==> config.mk <==
export PLATFORM = sky130hd
export DESIGN_NAME = soc_evt_fifo_mc
export DESIGN_NICKNAME = d
export VERILOG_FILES = /design/src/rtl/soc_evt_fifo_pkg.sv /design/src/rtl/soc_evt_fifo_chan.sv /design/src/rtl/soc_evt_fifo_mc.sv
export SDC_FILE = /design/constraint.sdc
export NUM_CORES = 1
export LEC_CHECK = 0
export CORE_MARGIN = 2
export CORE_UTILIZATION = 25
export CTS_CLUSTER_SIZE = 25
export DETAILED_ROUTE_END_ITERATION = 6
export GPL_TIMING_DRIVEN = 0
export PLACE_DENSITY = 0.43
export SYNTH_ARGS = -nofsm -noshare
export SYNTH_HDL_FRONTEND = slang
export SYNTH_HIERARCHICAL = 1
export SYNTH_SLANG_ARGS = --single-unit
==> constraint.sdc <==
create_clock -name clk_i -period 2.8 [get_ports clk_i]
set_clock_uncertainty 0.1 [all_clocks]
set_input_delay 0.28 -clock clk_i [delete_from_list [all_inputs] [get_ports clk_i]]
set_output_delay 0.28 -clock clk_i [all_outputs]
set_load 0.02 [all_outputs]
==> src/rtl/soc_evt_fifo_pkg.sv <==
// Shared constants and width helpers for the multi-channel event FIFO.
package soc_evt_fifo_pkg;

  localparam int OVF_CNT_W = 16;

  typedef logic [OVF_CNT_W-1:0] ovf_cnt_t;

  function automatic int chan_idx_w(input int nb_chan);
    return (nb_chan > 1) ? $clog2(nb_chan) : 1;
  endfunction

  function automatic int fill_w(input int depth);
    return $clog2(depth) + 1;
  endfunction

endpackage

==> src/rtl/soc_evt_fifo_chan.sv <==
// One event channel: register-array FIFO with fill, push pulse and overflow flag.
// The drop counter exists only when SOC_EVT_FIFO_OVF_CNT_EN is defined.
module soc_evt_fifo_chan
  import soc_evt_fifo_pkg::*;
#(
  parameter int EVNT_WIDTH   = 8,
  parameter int FIFO_DEPTH   = 8,
  parameter int DROP_ON_FULL = 0
) (
  input  logic                          clk,
  input  logic                          rst,
  input  logic                          push_i,
  input  logic [EVNT_WIDTH-1:0]         data_i,
  input  logic                          pop_req_i,
  input  logic                          clear_i,
  output logic                          full_o,
  output logic                          pop_valid_o,
  output logic [EVNT_WIDTH-1:0]         pop_data_o,
  output logic                          pulse_o,
  output logic [fill_w(FIFO_DEPTH)-1:0] fill_o,
  output logic                          ovf_o,
  output ovf_cnt_t                      ovf_cnt_o
);

  localparam int AW = $clog2(FIFO_DEPTH);

  logic [EVNT_WIDTH-1:0] r_mem [FIFO_DEPTH];
  logic [AW-1:0]         r_wr_ptr;
  logic [AW-1:0]         r_rd_ptr;
  logic [AW:0]           r_fill;
  logic                  r_pulse;
  logic                  r_ovf;

  logic w_full;
  logic w_empty;
  logic w_push_ok;
  logic w_pop_ok;
  logic w_drop;

  assign w_full    = (r_fill == (AW+1)'(FIFO_DEPTH));
  assign w_empty   = (r_fill == '0);
  // Clear wins over everything; a full channel never bypasses a same-cycle pop.
  assign w_push_ok = push_i && !clear_i && !w_full;
  assign w_drop    = (DROP_ON_FULL != 0) && push_i && !clear_i && w_full;
  assign w_pop_ok  = pop_req_i && !clear_i && !w_empty;

  always_ff @(posedge clk) begin
    if (w_push_ok) begin
      r_mem[r_wr_ptr] <= data_i;
    end
  end

  always_ff @(posedge clk or posedge rst) begin
    if (rst) begin
      r_wr_ptr <= '0;
      r_rd_ptr <= '0;
      r_fill   <= '0;
      r_pulse  <= 1'b0;
      r_ovf    <= 1'b0;
    end else if (clear_i) begin
      r_wr_ptr <= '0;
      r_rd_ptr <= '0;
      r_fill   <= '0;
      r_pulse  <= 1'b0;
      r_ovf    <= 1'b0;
    end else begin
      r_pulse <= w_push_ok;
      if (w_push_ok) r_wr_ptr <= r_wr_ptr + 1'b1;
      if (w_pop_ok)  r_rd_ptr <= r_rd_ptr + 1'b1;
      if (w_push_ok && !w_pop_ok) begin
        r_fill <= r_fill + 1'b1;
      end else if (!w_push_ok && w_pop_ok) begin
        r_fill <= r_fill - 1'b1;
      end
      if (w_drop) r_ovf <= 1'b1;
    end
  end

`ifdef SOC_EVT_FIFO_OVF_CNT_EN
  ovf_cnt_t r_ovf_cnt;

  always_ff @(posedge clk or posedge rst) begin
    if (rst) begin
      r_ovf_cnt <= '0;
    end else if (clear_i) begin
      r_ovf_cnt <= '0;
    end else if (w_drop && (r_ovf_cnt != '1)) begin
      r_ovf_cnt <= r_ovf_cnt + 1'b1;
    end
  end

  assign ovf_cnt_o = r_ovf_cnt;
`else
  assign ovf_cnt_o = '0;
`endif

  assign full_o      = w_full;
  assign pop_valid_o = !w_empty;
  assign pop_data_o  = r_mem[r_rd_ptr];
  assign pulse_o     = r_pulse;
  assign fill_o      = r_fill;
  assign ovf_o       = r_ovf;

endmodule

==> src/rtl/soc_evt_fifo_mc.sv <==
// Multi-channel event FIFO: push demux in front of NB_CHAN independent channels.
// Define SOC_EVT_FIFO_OVF_CNT_EN to build the per-channel saturating drop counters.
module soc_evt_fifo_mc
  import soc_evt_fifo_pkg::*;
#(
  parameter int NB_CHAN      = 4,
  parameter int EVNT_WIDTH   = 8,
  parameter int FIFO_DEPTH   = 8,
  parameter int DROP_ON_FULL = 0
) (
  input  logic                                       clk_i,
  input  logic                                       rst_i,
  input  logic                                       evt_valid_i,
  output logic                                       evt_ready_o,
  input  logic [EVNT_WIDTH-1:0]                      evt_data_i,
  input  logic [chan_idx_w(NB_CHAN)-1:0]             evt_chan_i,
  input  logic [NB_CHAN-1:0]                         pop_req_i,
  output logic [NB_CHAN-1:0]                         pop_valid_o,
  output logic [NB_CHAN-1:0][EVNT_WIDTH-1:0]         pop_data_o,
  input  logic [NB_CHAN-1:0]                         clear_i,
  output logic [NB_CHAN-1:0]                         evt_pulse_o,
  output logic [NB_CHAN-1:0][fill_w(FIFO_DEPTH)-1:0] fill_o,
  output logic [NB_CHAN-1:0]                         ovf_o,
  output logic [NB_CHAN-1:0][OVF_CNT_W-1:0]          ovf_cnt_o
);

  localparam int CW = chan_idx_w(NB_CHAN);

  logic [NB_CHAN-1:0] w_sel;
  logic [NB_CHAN-1:0] w_full;
  logic [NB_CHAN-1:0] w_push;
  logic               w_accept;

  // An out-of-range channel selects nothing, so it is accepted and silently discarded.
  assign evt_ready_o = !rst_i && ((DROP_ON_FULL != 0) || !(|(w_sel & w_full)));
  assign w_accept    = evt_valid_i && evt_ready_o;

  for (genvar gi = 0; gi < NB_CHAN; gi++) begin : g_chan
    assign w_sel[gi]  = (evt_chan_i == CW'(gi));
    assign w_push[gi] = w_accept && w_sel[gi];

    soc_evt_fifo_chan #(
      .EVNT_WIDTH   (EVNT_WIDTH),
      .FIFO_DEPTH   (FIFO_DEPTH),
      .DROP_ON_FULL (DROP_ON_FULL)
    ) u_chan (
      .clk         (clk_i),
      .rst         (rst_i),
      .push_i      (w_push[gi]),
      .data_i      (evt_data_i),
      .pop_req_i   (pop_req_i[gi]),
      .clear_i     (clear_i[gi]),
      .full_o      (w_full[gi]),
      .pop_valid_o (pop_valid_o[gi]),
      .pop_data_o  (pop_data_o[gi]),
      .pulse_o     (evt_pulse_o[gi]),
      .fill_o      (fill_o[gi]),
      .ovf_o       (ovf_o[gi]),
      .ovf_cnt_o   (ovf_cnt_o[gi])
    );
  end

endmodule

# Yosys cells after proc, flatten, opt, wreduce, memory -nomap -nowiden
# Memories as Yosys holds them, arrays and structs flattened.
# Index checks and enable logic that the tools add are counted.
dict set report classes {
  multipliers 0
  mux 40
  eq_ne 7
  magnitude_cmp 0
  bitwise 1
  div_mod_pow 0
  shifts 0
  add_sub_neg 16
  n_reduce_logical 70
}
# cell count
set op_table {}
lappend op_table {{$mux W3} 16}
lappend op_table {{$mux W4} 12}
lappend op_table {{$logic_and A1 B1 Y1} 30}
lappend op_table {{$add A3 B1 Y3 const B} 8}
lappend op_table {{$logic_not A1 Y1} 22}
lappend op_table {{$add A4 B1 Y4 const B} 4}
lappend op_table {{$eq A4 B4 Y1 const B} 4}
lappend op_table {{$logic_not A4 Y1} 4}
lappend op_table {{$reduce_bool A2 Y1} 8}
lappend op_table {{$sub A4 B1 Y4 const B} 4}
lappend op_table {{$mux W1} 12}
lappend op_table {{$reduce_bool A3 Y1} 4}
lappend op_table {{$and A4 B4 Y4} 1}
lappend op_table {{$eq A2 B2 Y1 const B} 2}
lappend op_table {{$reduce_or A4 Y1} 1}
lappend op_table {{$eq A2 B1 Y1 const B} 1}
lappend op_table {{$logic_not A2 Y1} 1}
dict set report word_totals {
  register_bits 44
  mem_count 4
  mem_bits_ro 0
  mem_bits_rw 256
  word_cells 154
  latchBits 0
  output_inout_bits 125
  inputBits 21
}
# name depth width rd rd_ports_with_merged_regs write_ports line_no
set memory_table {}
lappend memory_table {{g_chan[0].u_chan.r_mem} 8 8 1 0 1 soc_evt_fifo_chan.sv:27} ;# logic [EVNT_WIDTH-1:0] r_mem [FIFO_DEPTH];
lappend memory_table {{g_chan[1].u_chan.r_mem} 8 8 1 0 1 soc_evt_fifo_chan.sv:27}
lappend memory_table {{g_chan[2].u_chan.r_mem} 8 8 1 0 1 soc_evt_fifo_chan.sv:27}
lappend memory_table {{g_chan[3].u_chan.r_mem} 8 8 1 0 1 soc_evt_fifo_chan.sv:27}

# Logic depth before layout (Yosys ltp)
dict set report logic_depth {
  depth_word 14
  ltp_mapped 13
  depth_no_buf 10
}

# Modules after synthesis
# Netlist, hierarchy kept.
# module n_inst seq_area_each_um2 area_per_inst_um2 cells_per_inst
set modules_own_cells {}
lappend modules_own_cells {{soc_evt_fifo_chan (g_chan[1].u_chan ...)} 3 2197.1 3271.9 195}
lappend modules_own_cells {{soc_evt_fifo_chan (g_chan[0].u_chan)} 1 2197.1 3310.7 194}
lappend modules_own_cells {soc_evt_fifo_mc 1 0.0 67.6 8}

# Least setup slack after synthesis
# No wires, ideal clock.
dict set report synth_path {
  path_kind {reg-to-reg}
  startpoint {register g_chan[0].u_chan.r_fill[0]}
  endpoint {register g_chan[0].u_chan.r_fill[3]}
  slack_ns -0.261
  required_ns 2.568
  path_buffers 3
  t_arrival_ns 2.830
  setup_ns 0.132
  stages_incl_launch_ff 14
  synth_period_minus_slack_ns 3.061
  path_cell_list {dfrtp_1 -> buf_6 -> or4b_1 -> buf_2 -> inv_1 -> nor3_1 -> buf_4 -> nor3b_2 -> nand2_1 -> ha_1 -> a21o_2 -> a21oi_1 -> nor3b_1 -> or3b_1}
}
dict set report synth_between {
  elab_chain_len 12
  elab_cells_between_ends 23
  classes_between {add/sub: 2; eq/ne: 1; mux: 3; bitwise: 1; reduce/logical: 16}
}
# item line_no
set synth_rtl {}
lappend synth_rtl {{from (decl)} soc_evt_fifo_chan.sv:30} ;# logic [AW:0] r_fill;
lappend synth_rtl {{from (signal assigned)} soc_evt_fifo_chan.sv:71} ;# r_fill <= r_fill + 1'b1;
lappend synth_rtl {{from (signal assigned)} soc_evt_fifo_chan.sv:73} ;# r_fill <= r_fill - 1'b1;
lappend synth_rtl {{$eq A4 B4 Y1 (*)} soc_evt_fifo_chan.sv:40} ;# assign w_full = (r_fill == (AW+1)'(FIFO_DEPTH));
lappend synth_rtl {{net w_full[0]} soc_evt_fifo_mc.sv:30} ;# logic [NB_CHAN-1:0] w_full;
lappend synth_rtl {{$and A4 B4 Y4 (*)} soc_evt_fifo_mc.sv:35} ;# assign evt_ready_o = !rst_i && ((DROP_ON_FULL != 0) || !(|(w_sel & w_full)));
lappend synth_rtl {{$reduce_or A4 Y1 (*)} soc_evt_fifo_mc.sv:35}
lappend synth_rtl {{$logic_not A1 Y1 (*)} soc_evt_fifo_mc.sv:35}
lappend synth_rtl {{$logic_and A1 B1 Y1 (*)} soc_evt_fifo_mc.sv:35}
lappend synth_rtl {{$logic_and A1 B1 Y1 (*)} soc_evt_fifo_mc.sv:36} ;# assign w_accept = evt_valid_i && evt_ready_o;
lappend synth_rtl {{$logic_and A1 B1 Y1 (*)} soc_evt_fifo_mc.sv:40} ;# assign w_push[gi] = w_accept && w_sel[gi];
lappend synth_rtl {{net w_push[0]} soc_evt_fifo_mc.sv:31} ;# logic [NB_CHAN-1:0] w_push;
lappend synth_rtl {{$logic_and A1 B1 Y1 (*) (2 in series)} soc_evt_fifo_chan.sv:43} ;# assign w_push_ok = push_i && !clear_i && !w_full;
lappend synth_rtl {{$logic_and A1 B1 Y1 / $logic_not A1 Y1 (equally long branches)} {soc_evt_fifo_chan.sv:70, soc_evt_fifo_chan.sv:72}}
lappend synth_rtl {{$mux W4 / $logic_and A1 B1 Y1 (equally long branches)} {soc_evt_fifo_chan.sv:70, soc_evt_fifo_chan.sv:72}}
lappend synth_rtl {{$mux W4 / $reduce_bool A3 Y1 (equally long branches)} n/a}
# Mark *: on every way through the listed nets, which the timed path passes. The rest lies on a longest branch. The select of a mux whose other input is x is not followed.
# A chain may end at the register's enable or synchronous reset.

# Final worst setup path
dict set report layout_path {
  startpoint {register g_chan[0].u_chan.r_fill[3]}
  endpoint {register g_chan[0].u_chan.r_fill[3]}
}
# Same word-level chain as after synthesis.

==> metrics.md <==
| Metric | Value |
|---|---|
| Run status | finished, violations left |
| Failing checks | hold timing |
| Post-Synth Simple-Gate Area | 6.04% |
| CTS clk-pin slew, worst paths | 60 ps |
| Die area | 0.0546 mm² |
| Type of origin of the critical path | flop |
| Crit. End Element | flop |
| Post-synth EDFFs | 256 |
| Max-Cap Viols | 0 |
| CTS tree | yes |
| Global-route wire length before repair | 46.3 mm |
| XOR/XNOR Fraction of Synth Area | 1.39% |
| Yosys reg bits | 300 |
| Worst rel slew slack | 21.4% |
| Ys async rst share | 14.7% |
| Hold Path Class | in -> async |
| Hold Vio Cnt, Final | 12 |
| Antenna Nets Post-Route | 0 |
| Share of cells above drive strength 1 | 38.7% |
| ANT cells | 0 |
| Sequential share of the synthesized area | 66.6% |
| Largest family of logic cells by synthesized area | multiplexers |
| Die width | 234 µm |
| CTS Root Cell | clkbuf_16 |
| R2R Setup Slk | 30 ps |
| Nets | 1056 |
| Critical Path RT | 3080 ps |
| DRC | 0 |
| # clock sinks | 300 |
| Largest net degree at the start of global routing | 33 |
| Setup violators final | 0 |
| Inst Count DP | 1617 |
| Syn Area/Cell | 16.8 µm² |
| Number of vias per cell | 4.14 |
| Netlist cell types | 55 |
| WS Path Type | reg -> reg |
| VDD IR max | 0.000373 V |
| Initial antenna violation count | 0 |
| Multiplexer area fraction after synthesis | 14.5% |
| # H-tree levels | 2 |
| GP Congestion | 0.704 |
| Worst r2r path cells | 10 |
| Total vias in the final route | 7148 |
| Port Buffers | 77 |
| Slew Viols, Final | 0 |
| DRT iter0 DRCs | 425 |
| RSZ-0062 raised after global routing | true |
| Drt first pass iters | 6 |
| Post-Syn Area | 0.0132 mm² |
| Finished Layout Cells | 1727 |
| # IOs | 146 |
| Max Fclk | 0.361 GHz |
| WL final | 30.9 mm |
| Worst EP arrival | 3050 ps |
| Final HPWL DP | 19.5 mm |
| Die height | 234 µm |
| Worst-path fanout max | 3 |
| Period minus WS final | 2770 ps |
| CP max stage delay | 400 ps |
| Place WS | -1820 ps |
| Top FF cell, synth | edfxtp_1 |
| Grt ovf | 0 |
| CP max-delay cell | dfrtp_2 |
| PnR worst setup slack | 33.7 ps |
| Mapped Cells | 787 |
| Synth warn | 6 |
| Post-synthesis adder-cell area fraction | 2.12% |
| Layout Utilization | 33.2% |
| R2R Path End | g_chan[0].u_chan/fill_o[3] |
| Area Overhead vs Synth | 31.8% |
| Complex-gate fraction of the synthesized area | 3.47% |
| Hold Slack | -8.03 ps |
| Most common cell after layout, fill and taps aside | edfxtp_1 |
| Most frequent cells in the layout | edfxtp_1 (256), buf_4 (112), conb_1 (68), mux4_2 (65), clkbuf_16 (37) |
| Finished Cell Area | 0.0174 mm² |
| CTS Buffer Depth | 3 |
| Number of global-route vias before repair | 7338 |
| Initial core utilization | 25.2% |
| Reg2Reg Launch Point | g_chan[0].u_chan/fill_o[3] |
| Core Area | 0.0523 mm² |
| Clock Latency Late Sink | 510 ps |
| Total track usage | 11.4% |
| Leak | 6.14 nW |
| Crit-path cells | or4b_4 > inv_8 > nor3_4 > nor3b_4 > nand2_2 > ha_4 > a21o_4 > a21oi_4 > nor4_1 > or3b_1 |
| PwrDens | 778 mW/mm² |
| Num CTS Buffers | 34 |
| Row count | 84 |
| Cell Area, Placed | 0.0151 mm² |
| Wire per inst | 17.9 µm |
| Worst-margin pin slew | 1180 ps |
| Final period utilization | 98.8% |
## synth_stat cells, types with 16 or more instances
cell type / count / area, µm²
edfxtp_1: 256 / 7690
buf_4: 69 / 518
ha_1: 16 / 200
nand2_1: 42 / 158
mux2_2: 32 / 360
inv_1: 17 / 63.8
nor2_1: 42 / 158
dfrtp_1: 44 / 1100
nor3_1: 17 / 85.1
mux4_2: 65 / 1460
## per-layer routing
metal / track usage, % / part of all wire [%]
met1: 15.4 / 45
met2: 18.8 / 49
met3: 1.92 / 4.2
met4: 3.13 / 1.5
met5: 0 / 0
## critical path, delay by kind of cell, from the launching register on
family / cells / cell delay (ps)
flip-flops: 1 / 400
buffers and inverters: 1 / 50
adder cells (fa/ha/maj): 1 / 270
AO/OA/AOI/OAI: 2 / 390
AND/OR/NAND/NOR: 6 / 1420
## area by class of cell
class,count,area (µm²)
Tap cell,688,861
Multi-Input combinational cell,427,4390
Clock inverter,20,219
Inverter,26,120
Clock buffer,40,937
Fill cell,5123,35000
Buffer,91,757
Sequential cell,300,8810
Timing Repair Buffer,135,1290
## where the power goes
group	internal (mW)	leakage, nW	switching, mW
sequential	4.99	2.88	0.138
clock	2.84	0.560	1.75
combinational	1.90	2.70	1.90
total	9.74	6.14	3.79
## worst max path at each step
stage                          startpoint                           end  slack, ps  cells after the start
6_report       g_chan[0].u_chan/fill_o[3]    g_chan[0].u_chan/fill_o[3]         30                     10
5_1_grt        g_chan[0].u_chan/fill_o[3]    g_chan[0].u_chan/fill_o[3]        -90                     10
4_1_cts        g_chan[3].u_chan/fill_o[3]    g_chan[3].u_chan/fill_o[3]       -120                     11
3_5_place_dp                        rst_i  g_chan[1].u_chan/r_mem[6][5]      -1820                      6
3_3_place_gp                        rst_i  g_chan[0].u_chan/r_mem[0][7]      -1860                      7
2_1_floorplan  g_chan[0].u_chan/fill_o[0]    g_chan[0].u_chan/fill_o[3]       -190                     13
## logic make-up after synthesis
group	after synthesis
buffers and inverters	124
adders and majority gates	20
and+or+nand+nor	158
muxes	106
AOI/OAI and AO/OA	54
xor gates and xnor gates	21
DFF	300
other	4
## what timing repair did
action,in CTS,in global routing
gates cloned,0,0
resized for setup,170,37
setup buffers,37,21
hold buffers,0,0
endpoints found under the setup margin,303,156
pin swaps,16,20
## metrics by stage
step | setup TNS [ps] | total power [mW] | hold slack, ps
2_1_floorplan | -189 | 7.43 | 32.4
3_3_place_gp | -341520 | 8.55 | 465
3_5_place_dp | -342810 | 8.57 | 493
4_1_cts | -802 | 13.6 | 7.13
5_1_grt | -164 | 14.2 | 28.5
6_report | 0 | 13.5 | -8.03
## flip-flops by register name, indices dropped and copies added, names as in the netlist
signal,flops
g_chan.u_chan/r_wr_ptr,12
g_chan.u_chan/r_rd_ptr,12
g_chan.u_chan/pulse_o,4
g_chan.u_chan/r_mem,256
g_chan.u_chan/fill_o,16
Power figures use the tool's default switching activity.
